==> config.mk <==
export PLATFORM = sky130hd
export DESIGN_NAME = capture_sequencer
export DESIGN_NICKNAME = d
export VERILOG_FILES = /design/src/rtl/capture_sequencer.sv
export SDC_FILE = /design/constraint.sdc
export NUM_CORES = 1
export LEC_CHECK = 0
export CORE_UTILIZATION = 30
export DETAILED_ROUTE_END_ITERATION = 6
export SETUP_SLACK_MARGIN = 0.15
export SYNTH_ARGS = -nofsm -noshare
export SYNTH_HDL_FRONTEND = slang
export SYNTH_SLANG_ARGS = --single-unit
==> constraint.sdc <==
create_clock -name i_clk -period 6.75 [get_ports i_clk]
set_clock_uncertainty 0.15 [all_clocks]
set_input_delay 1.0125 -clock i_clk [delete_from_list [all_inputs] [get_ports i_clk]]
set_output_delay 1.0125 -clock i_clk [all_outputs]
set_load 0.01 [all_outputs]
==> src/rtl/capture_sequencer.sv <==
// Capture session controller: arms a channel, waits out the run phase, then drains the FIFO as
// sync byte, LSB-first data words and a count/flags trailer. Define TX_CHECKSUM_EN to append an XOR byte.
`timescale 1ns/1ps
module capture_sequencer #(
  parameter int         DATA_W      = 32,
  parameter int         CNT_W       = 16,
  parameter int         ARM_TIMEOUT = 25000000,
  parameter logic [7:0] SYNC_BYTE   = 8'hA5
) (
  input  logic              i_clk,
  input  logic              _mrst,
  input  logic              i_start,
  input  logic              i_abort,
  output logic              o_arm,
  input  logic              i_run,
  input  logic              i_fifo_empty,
  input  logic              i_fifo_full,
  output logic              o_fifo_rdreq,
  input  logic [DATA_W-1:0] i_fifo_q,
  output logic [7:0]        o_tx_data,
  output logic              o_tx_valid,
  input  logic              i_tx_ready,
  output logic              o_busy,
  output logic [CNT_W-1:0]  o_word_count
);

  localparam int NB    = DATA_W / 8;
  localparam int IDX_W = ($clog2(NB) > 2) ? $clog2(NB) : 2;
  localparam int TMO_W = (ARM_TIMEOUT > 1) ? $clog2(ARM_TIMEOUT) : 1;
  localparam logic [TMO_W-1:0] TMO_LAST  = (ARM_TIMEOUT > 0) ? TMO_W'(ARM_TIMEOUT - 1) : '0;
  localparam logic [IDX_W-1:0] WORD_LAST = IDX_W'(NB - 1);
`ifdef TX_CHECKSUM_EN
  localparam logic [IDX_W-1:0] TRL_LAST  = IDX_W'(3);
`else
  localparam logic [IDX_W-1:0] TRL_LAST  = IDX_W'(2);
`endif

  typedef enum logic [3:0] {
    S_IDLE, S_ARM, S_CAPTURE, S_HDR, S_RDREQ, S_RDWAIT, S_SEND, S_TRL, S_DONE
  } state_t;

  state_t             state_q, state_d;
  logic [TMO_W-1:0]   tmo_q, tmo_d;
  logic [1:0]         flags_q, flags_d;
  logic [CNT_W-1:0]   count_q, count_d;
  logic [IDX_W-1:0]   idx_q, idx_d;
  logic [DATA_W-1:0]  shift_q, shift_d;
  logic [15:0]        cnt16;
  logic               tx_hs;
`ifdef TX_CHECKSUM_EN
  logic [7:0]         csum_q, csum_d;
`endif

  function automatic logic [CNT_W-1:0] sat_inc(input logic [CNT_W-1:0] v);
    return (&v) ? v : v + 1'b1;
  endfunction

  assign cnt16        = 16'(count_q);
  assign o_arm        = (state_q == S_ARM) || (state_q == S_CAPTURE);
  assign o_busy       = (state_q != S_IDLE);
  assign o_word_count = count_q;
  assign tx_hs        = o_tx_valid & i_tx_ready;

  // Byte presented to the host depends only on registered state, so it holds while stalled.
  always_comb begin
    o_tx_valid = 1'b0;
    o_tx_data  = '0;
    case (state_q)
      S_HDR: begin
        o_tx_valid = 1'b1;
        o_tx_data  = SYNC_BYTE;
      end
      S_SEND: begin
        o_tx_valid = 1'b1;
        o_tx_data  = shift_q[7:0];
      end
      S_TRL: begin
        o_tx_valid = 1'b1;
        case (idx_q)
          IDX_W'(0): o_tx_data = cnt16[7:0];
          IDX_W'(1): o_tx_data = cnt16[15:8];
          IDX_W'(2): o_tx_data = {6'b0, flags_q};
`ifdef TX_CHECKSUM_EN
          default:   o_tx_data = csum_q;
`else
          default:   o_tx_data = {6'b0, flags_q};
`endif
        endcase
      end
      default: ;
    endcase
  end

  always_comb begin
    state_d      = state_q;
    tmo_d        = tmo_q;
    flags_d      = flags_q;
    count_d      = count_q;
    idx_d        = idx_q;
    shift_d      = shift_q;
    o_fifo_rdreq = 1'b0;
`ifdef TX_CHECKSUM_EN
    csum_d       = tx_hs ? (csum_q ^ o_tx_data) : csum_q;
`endif
    case (state_q)
      S_IDLE: begin
        if (i_start) begin
          state_d = S_ARM;
          tmo_d   = '0;
          flags_d = '0;
          count_d = '0;
`ifdef TX_CHECKSUM_EN
          csum_d  = '0;
`endif
        end
      end
      S_ARM: begin
        if (i_abort) begin
          state_d = S_HDR;
        end else if (i_run) begin
          state_d = S_CAPTURE;
        end else if ((ARM_TIMEOUT != 0) && (tmo_q == TMO_LAST)) begin
          flags_d[1] = 1'b1;
          state_d    = S_HDR;
        end else begin
          tmo_d = tmo_q + 1'b1;
        end
      end
      S_CAPTURE: begin
        if (i_fifo_full) flags_d[0] = 1'b1;
        if (i_abort || !i_run || i_fifo_full) state_d = S_HDR;
      end
      S_HDR: begin
        if (tx_hs) state_d = S_RDREQ;
      end
      S_RDREQ: begin
        if (i_fifo_empty) begin
          idx_d   = '0;
          state_d = S_TRL;
        end else begin
          o_fifo_rdreq = 1'b1;
          state_d      = S_RDWAIT;
        end
      end
      S_RDWAIT: begin
        shift_d = i_fifo_q;
        idx_d   = '0;
        state_d = S_SEND;
      end
      S_SEND: begin
        if (tx_hs) begin
          shift_d = shift_q >> 8;
          idx_d   = idx_q + 1'b1;
          if (idx_q == WORD_LAST) begin
            count_d = sat_inc(count_q);
            state_d = S_RDREQ;
          end
        end
      end
      S_TRL: begin
        if (tx_hs) begin
          idx_d = idx_q + 1'b1;
          if (idx_q == TRL_LAST) state_d = S_DONE;
        end
      end
      S_DONE:  state_d = S_IDLE;
      default: state_d = S_IDLE;
    endcase
  end

  always_ff @(posedge i_clk or negedge _mrst) begin
    if (!_mrst) begin
      state_q <= S_IDLE;
      tmo_q   <= '0;
      flags_q <= '0;
      count_q <= '0;
      idx_q   <= '0;
    end else begin
      state_q <= state_d;
      tmo_q   <= tmo_d;
      flags_q <= flags_d;
      count_q <= count_d;
      idx_q   <= idx_d;
    end
  end

  // Datapath registers are always loaded before use within a session, so they carry no reset.
  always_ff @(posedge i_clk) begin
    shift_q <= shift_d;
`ifdef TX_CHECKSUM_EN
    csum_q  <= csum_d;
`endif
  end

endmodule

# == Word-level counts from Yosys, hierarchy flattened ==
# Index checks and enable logic that the tools add are counted.
# word_totals
register_bits,81
latch_bits,0
ramBits,0
romBits,0
input_bits,40
output_inout_bits,28
wordCells,99
n_memories,0
# op_classes
addsub,3
n_mul,0
div_mod_pow,0
magnitude_cmp,0
n_eq_ne,27
n_shift,0
mux,39
bitwise_logic,1
n_reduce_logical,22
# ops
cell,count
$mux W25,4
$mux W16,4
$pmux W32 S2,1
$pmux W25 S2,1
$mux W4,10
$mux W32,1
$pmux W16 S2,1
$pmux W4 S8,1
$add A25 B1 Y25 const B,1
$eq A25 B25 Y1 const B,1
$ne A2 B2 Y1 const B,12
$pmux W8 S3,1
$add A16 B1 Y16 const B,1
$eq A4 B3 Y1 const B,4
$pmux W8 S2,1
$reduce_and A16 Y1,1
$reduce_and A5 Y1,3
$eq A4 B2 Y1 const B,2
$mux W2,4
$reduce_and A8 Y1,1
$reduce_bool A2 Y1,4
$mux W1,7
$ne A2 B1 Y1 const B,3
$pmux W2 S3,1
17 further kinds,22

# == Depth between registers and ports, before layout ==
# depth
word_depth,6
ltp_mapped,9
depth_no_buf,7

# == Worst setup path after synthesis ==
# Ideal clock, no wire load.
# synth_path
kind,input to register
from,input i_tx_ready
to,register shift_q[0] (enable)
setup_ns,0.421
arrival_ns,2.674
required_time_ns,6.179
setup_slack_ns,3.505
stages,3
n_path_buf,1
cell_sequence,clkbuf_1 > a21oi_1 > nor2_1
# synth_between
elab_chain_cells,3
# synth_lines
item,line_no,rtl
from (decl),22,"input logic i_tx_ready,"
$and A1 B1 Y1,62,assign tx_hs = o_tx_valid & i_tx_ready;
$ne A2 B2 Y1 (no line),--,
$reduce_and A2 Y1 (no line),--,
to (signal assigned),189,shift_q <= shift_d;
to (decl),47,"logic [DATA_W-1:0] shift_q, shift_d;"
# No other way between the ends.
# A chain may end at the register's enable or synchronous reset.

# == Worst setup path in the final report ==
# layout_path
from,register state_q[2]
to,output o_tx_data[3]
# layout_between
elab_chain_cells,2
word_cells_on_any_way,4
cone_classes,eq/ne: 3; mux: 1
# layout_lines
item,line_no,rtl
from (decl),42,"state_t state_q, state_d;"
from (signal assigned),179,state_q <= state_d;
$eq A4 B3 Y1 or $eq A4 B2 Y1 (tied branches),68,case (state_q)
$pmux W8 S3 (*),68,
to (decl),20,"output logic [7:0] o_tx_data,"
# Mark *: on every way between the ends. The rest lies on a longest branch, timed or not.

==> results.md <==
- The flow ran to the end, but the final reports show violations.
- The final reports fail on design-rule violations.
- For the worst-skew pair, the clock arrives at the later sink with an insertion delay of between 300 and 400 ps.
- Adding up every negative setup slack in the final design gives 0 ps.
- In this run the standard cell core region covers 14640 um^2.
- Along the worst hold path, the cell count comes to 1.
- For the finished layout, the period the worst path requires is ~3900 ps.
- In the post-synthesis netlist, the biggest area contributors are dfrtp_1, edfxtp_1, nand2_1, a31oi_1, a21oi_1.
- 0 antenna diodes ended up in the layout.
- In the synthesized netlist, the number of instances is 502.
- The final standard cell area without fillers is 5622 um^2.
- In this run the power density over the cells is about 350 nW/um^2.
- The via density per instance is roughly 5.4.
- For this run, the slowest stage of the critical path takes 750 ps.
- The critical path launch point type is a flip-flop.
- The area after detailed placement is 5318 um^2.
- The number of cells on the critical path is 5.
- Summing the areas of all xor and xnor instances in the mapped netlist gives less than 1% of the synthesized area.
- The share of cell area taken by muxes after synthesis is 1.131%.
- The HPWL after detailed placement is about 8100 um.
- Summing the areas of all compound-gate instances in the mapped netlist gives about 18% of the synthesized area.
- IR analysis of the VDD net gives a maximum drop of 0.0001842 V.
- After detailed routing, the number of remaining DRC violations is 6.
- The required time of the critical path is roughly 5600 ps.
- The Yosys step of the flow raised 0 warnings.
- Traced cell by cell, the critical path runs through nor4bb_4, buf_4, nand2_1, o21ai_0, clkdlybuf4s50_1.
- The maximum net fanout on the critical path is 48.
- The row count is 44.
- In the finished design, the share of the clock period the worst path needs comes to 58.29%.
- The number of routed nets with antenna violations is 0.
- The proportion of register bits with asynchronous set or reset after synthesis is 60.49%.
- The post-CTS resize count is 0.
- After clock tree synthesis, the flow added hold-fix buffers numbering 0.
- The pre-CTS worst setup slack is 3197 ps.
- The number of synthesized register bits is a little over 80.
- The number of buffers added on ports is 67.
- The number of setup buffers added after CTS is 0.
- The root buffer cell chosen for the clock tree is clkbuf_16.
- The top-area cell type share of the netlist area is 27.03%.
- At the worst endpoint, the arrival time is 2770 ps.
- The fraction of layout cells with a size suffix above 1 is about 5.7%.
- The layout-stage area growth over the synthesis result is 23.91%.
- Averaged over all synthesized cells, the footprint is about 9.0 um^2.
- The die is ~120 um tall.
- The final-report max-slew violation count is 0.
- The worst min-delay path endpoint is tmo_q[5]$_DFFE_PN0P_.
- The first-pass detailed-route iteration total is 7.
- Cells fill 38.39% of the core in the end.
- The final weighted congestion of routability-driven global placement is between 0.8 and 0.9.
- The commonest non-fill, non-tap cell in the layout is nand2_1.
- For this block, the via count after detailed routing is 4038.
- The total wire length is 11920 um.
- The number of different library cells used by synthesis comes to 56.
- After filler insertion, the fill cell instance count of the layout stands at 1474.
- The average routed wire per standard cell is 16.08 um.
- The startpoint identified for the worst register-to-register timing path is state_q[1]$_DFFE_PN0P_.
- The CTS tree is done.
- Counting tap cells, the placed design contains a total of a little over 700 instances.
- The effective utilization at floorplan is slightly above 30%.
- The clock passes through at most 2 buffers.
- The adder and majority gate portion of the synthesized area is 1.655%.
- The final worst slack is 2815 ps.
- Setup repair after global routing left no endpoint under its margin.
- Summing the areas of all and, or, nand and nor instances in the mapped netlist gives 26.48% of the synthesized area.
- The H-tree generated during clock tree synthesis spans 3 levels.
- The endpoint identified for the worst register-to-register timing path is o_word_count[11]$_DFFE_PN0P_.
- Global routing used about 16% of the available tracks.
- The source of the worst hold timing path is tmo_q[5]$_DFFE_PN0P_.
- The tool flagged a number of max-cap violations equal to 0.
- The number of antenna violations at the first check in global routing is 0.
- Excluding fillers, the count of instances in the completed layout stands at around 740.
- The highest-delay cell along the critical path is dfrtp_1.
- The combined area of all synthesized cells is 4537 um^2.
- For this design the top-level I/O count stands at roughly 70.
- The number of nets in the synthesized netlist is 548.
- The length in cells of the worst reg-to-reg path is 5.
- For this design, the sink count on the clock tree is 81.
- The final layout contains between 500 and 600 nets.
- The wire length of the first global-routing pass is 19360 um.
- Entering global routing, the biggest net connects 50 pins.
- The main combinational cell family by area after synthesis is simple AND/OR/NAND/NOR gates.
- The final setup violation count is 0.
- The width of the die is 125.0 um.
- Static timing analysis puts the maximum clock frequency at around 250 MHz.
- The worst reg-to-reg setup slack is approximately 3400 ps.
- The clock buffer count from CTS is 9.
- The worst setup path is captured at an output pin.
- After clock tree synthesis, the clock-pin slew on the worst setup and hold paths is 60 ps.
- The worst relative slew slack is a little under a quarter.
- The via count of the first global-routing pass came to around 3.8k.
- The main flop type after synthesis is dfrtp_1.
- The largest area contributor in the synthesized netlist is dfrtp_1.
- The path class of the tightest hold or removal check is flip-flop to flip-flop.
- The static leakage power is roughly 2.3 nW.
- In this run, the number of DRC markers left after iteration 0 of detailed routing was between 300 and 400.
- The total overflow left after global routing is 0.
- In the layout the commonest cells are nand2_1, clkdlybuf4s50_1, dfrtp_1.
- Sequential elements use 48.21% of the synthesized area.
- The die area is 15620 um^2.
- The final hold violation count was 0.
- The startpoint-to-endpoint class of the critical path is flip-flop to output pin.
- The transition time of the tightest slew-check pin is 1139 ps.
- The worst path buffer plus inverter count is 2.
- The largest delay contributor family on the critical path is buffers and inverters.
- The number of flops mapped to enable cells by yosys is 32.
cell usage after synthesis (6+ instances only):
cell      number
edfxtp_1      32
clkbuf_1      20
and3_1        13
inv_1          7
nand4_1        9
o21ai_0       21
and4_1         6
nor2_1        24
a31oi_1       24
nor3_1         8
nor2b_1       12
nand2_1      120
ha_1           6
a21oi_1       26
buf_2          8
nor4_1         9
dfrtp_1       49
a22oi_1       11
a211o_1        7
nand3_1       24
stage by stage:
stage	total power [mW]	hold WS, ps
after floorplan	1.219	292.0
after global placement	1.456	313.5
after detailed placement	1.472	328.7
after CTS	1.980	336.9
after global routing	2.095	362.8
final	1.965	338.8
sequential cells by signal (all words and copies together), names as in the netlist:
signal	cells
shift_q	32
tmo_q	25
o_word_count	16
state_q	4
flags_q	2
idx_q	2
worst max-delay path by stage:
stage | startpoint | end | slack (ps)
after detailed placement | state_q[2]$_DFFE_PN0P_ | o_tx_data[3] | 3200
after global placement | state_q[2]$_DFFE_PN0P_ | o_tx_data[3] | 3210
after CTS | state_q[2]$_DFFE_PN0P_ | o_tx_data[3] | 2790
after floorplan | i_tx_ready | shift_q[0]$_DFFE_PP_ | 3510
after global routing | state_q[2]$_DFFE_PN0P_ | o_tx_data[3] | 2660
final | state_q[2]$_DFFE_PN0P_ | o_tx_data[3] | 2820
where the power goes:
group          switching (mW)  internal, mW
Sequential              0.108         0.661
Clock                   0.212         0.290
Combinational           0.418         0.276
cells by family after synthesis:
logic type,count (synthesis)
AND/OR/NAND/NOR,248
AO/OA/AOI/OAI,122
flip-flops,81
buffers and inverters,39
adder cells (fa/ha/maj),6
multiplexers,5
XOR/XNOR,1
cell type report:
type	instances	area, um^2	share of cell area (%)
multi-input combinational	382	2178	38.75
inverter	7	26.28	0.4674
sequential	81	2187	38.91
clock buffer	9	225.2	4.006
clock inverter	7	78.83	1.402
tap	184	230.2	4.095
timing repair buffer	71	695.7	12.37
routing by layer:
layer / up-vias / GRT usage, % / share of wire (%)
li1: 1948 / - / -
met1: 1959 / 20.57 / 46
met2: 115 / 25.17 / 46
met3: 16 / 2.867 / 5.4
met4: 0 / 6.241 / 1.9
met5: - / 0 / 0
Power figures use the tool's default switching activity.
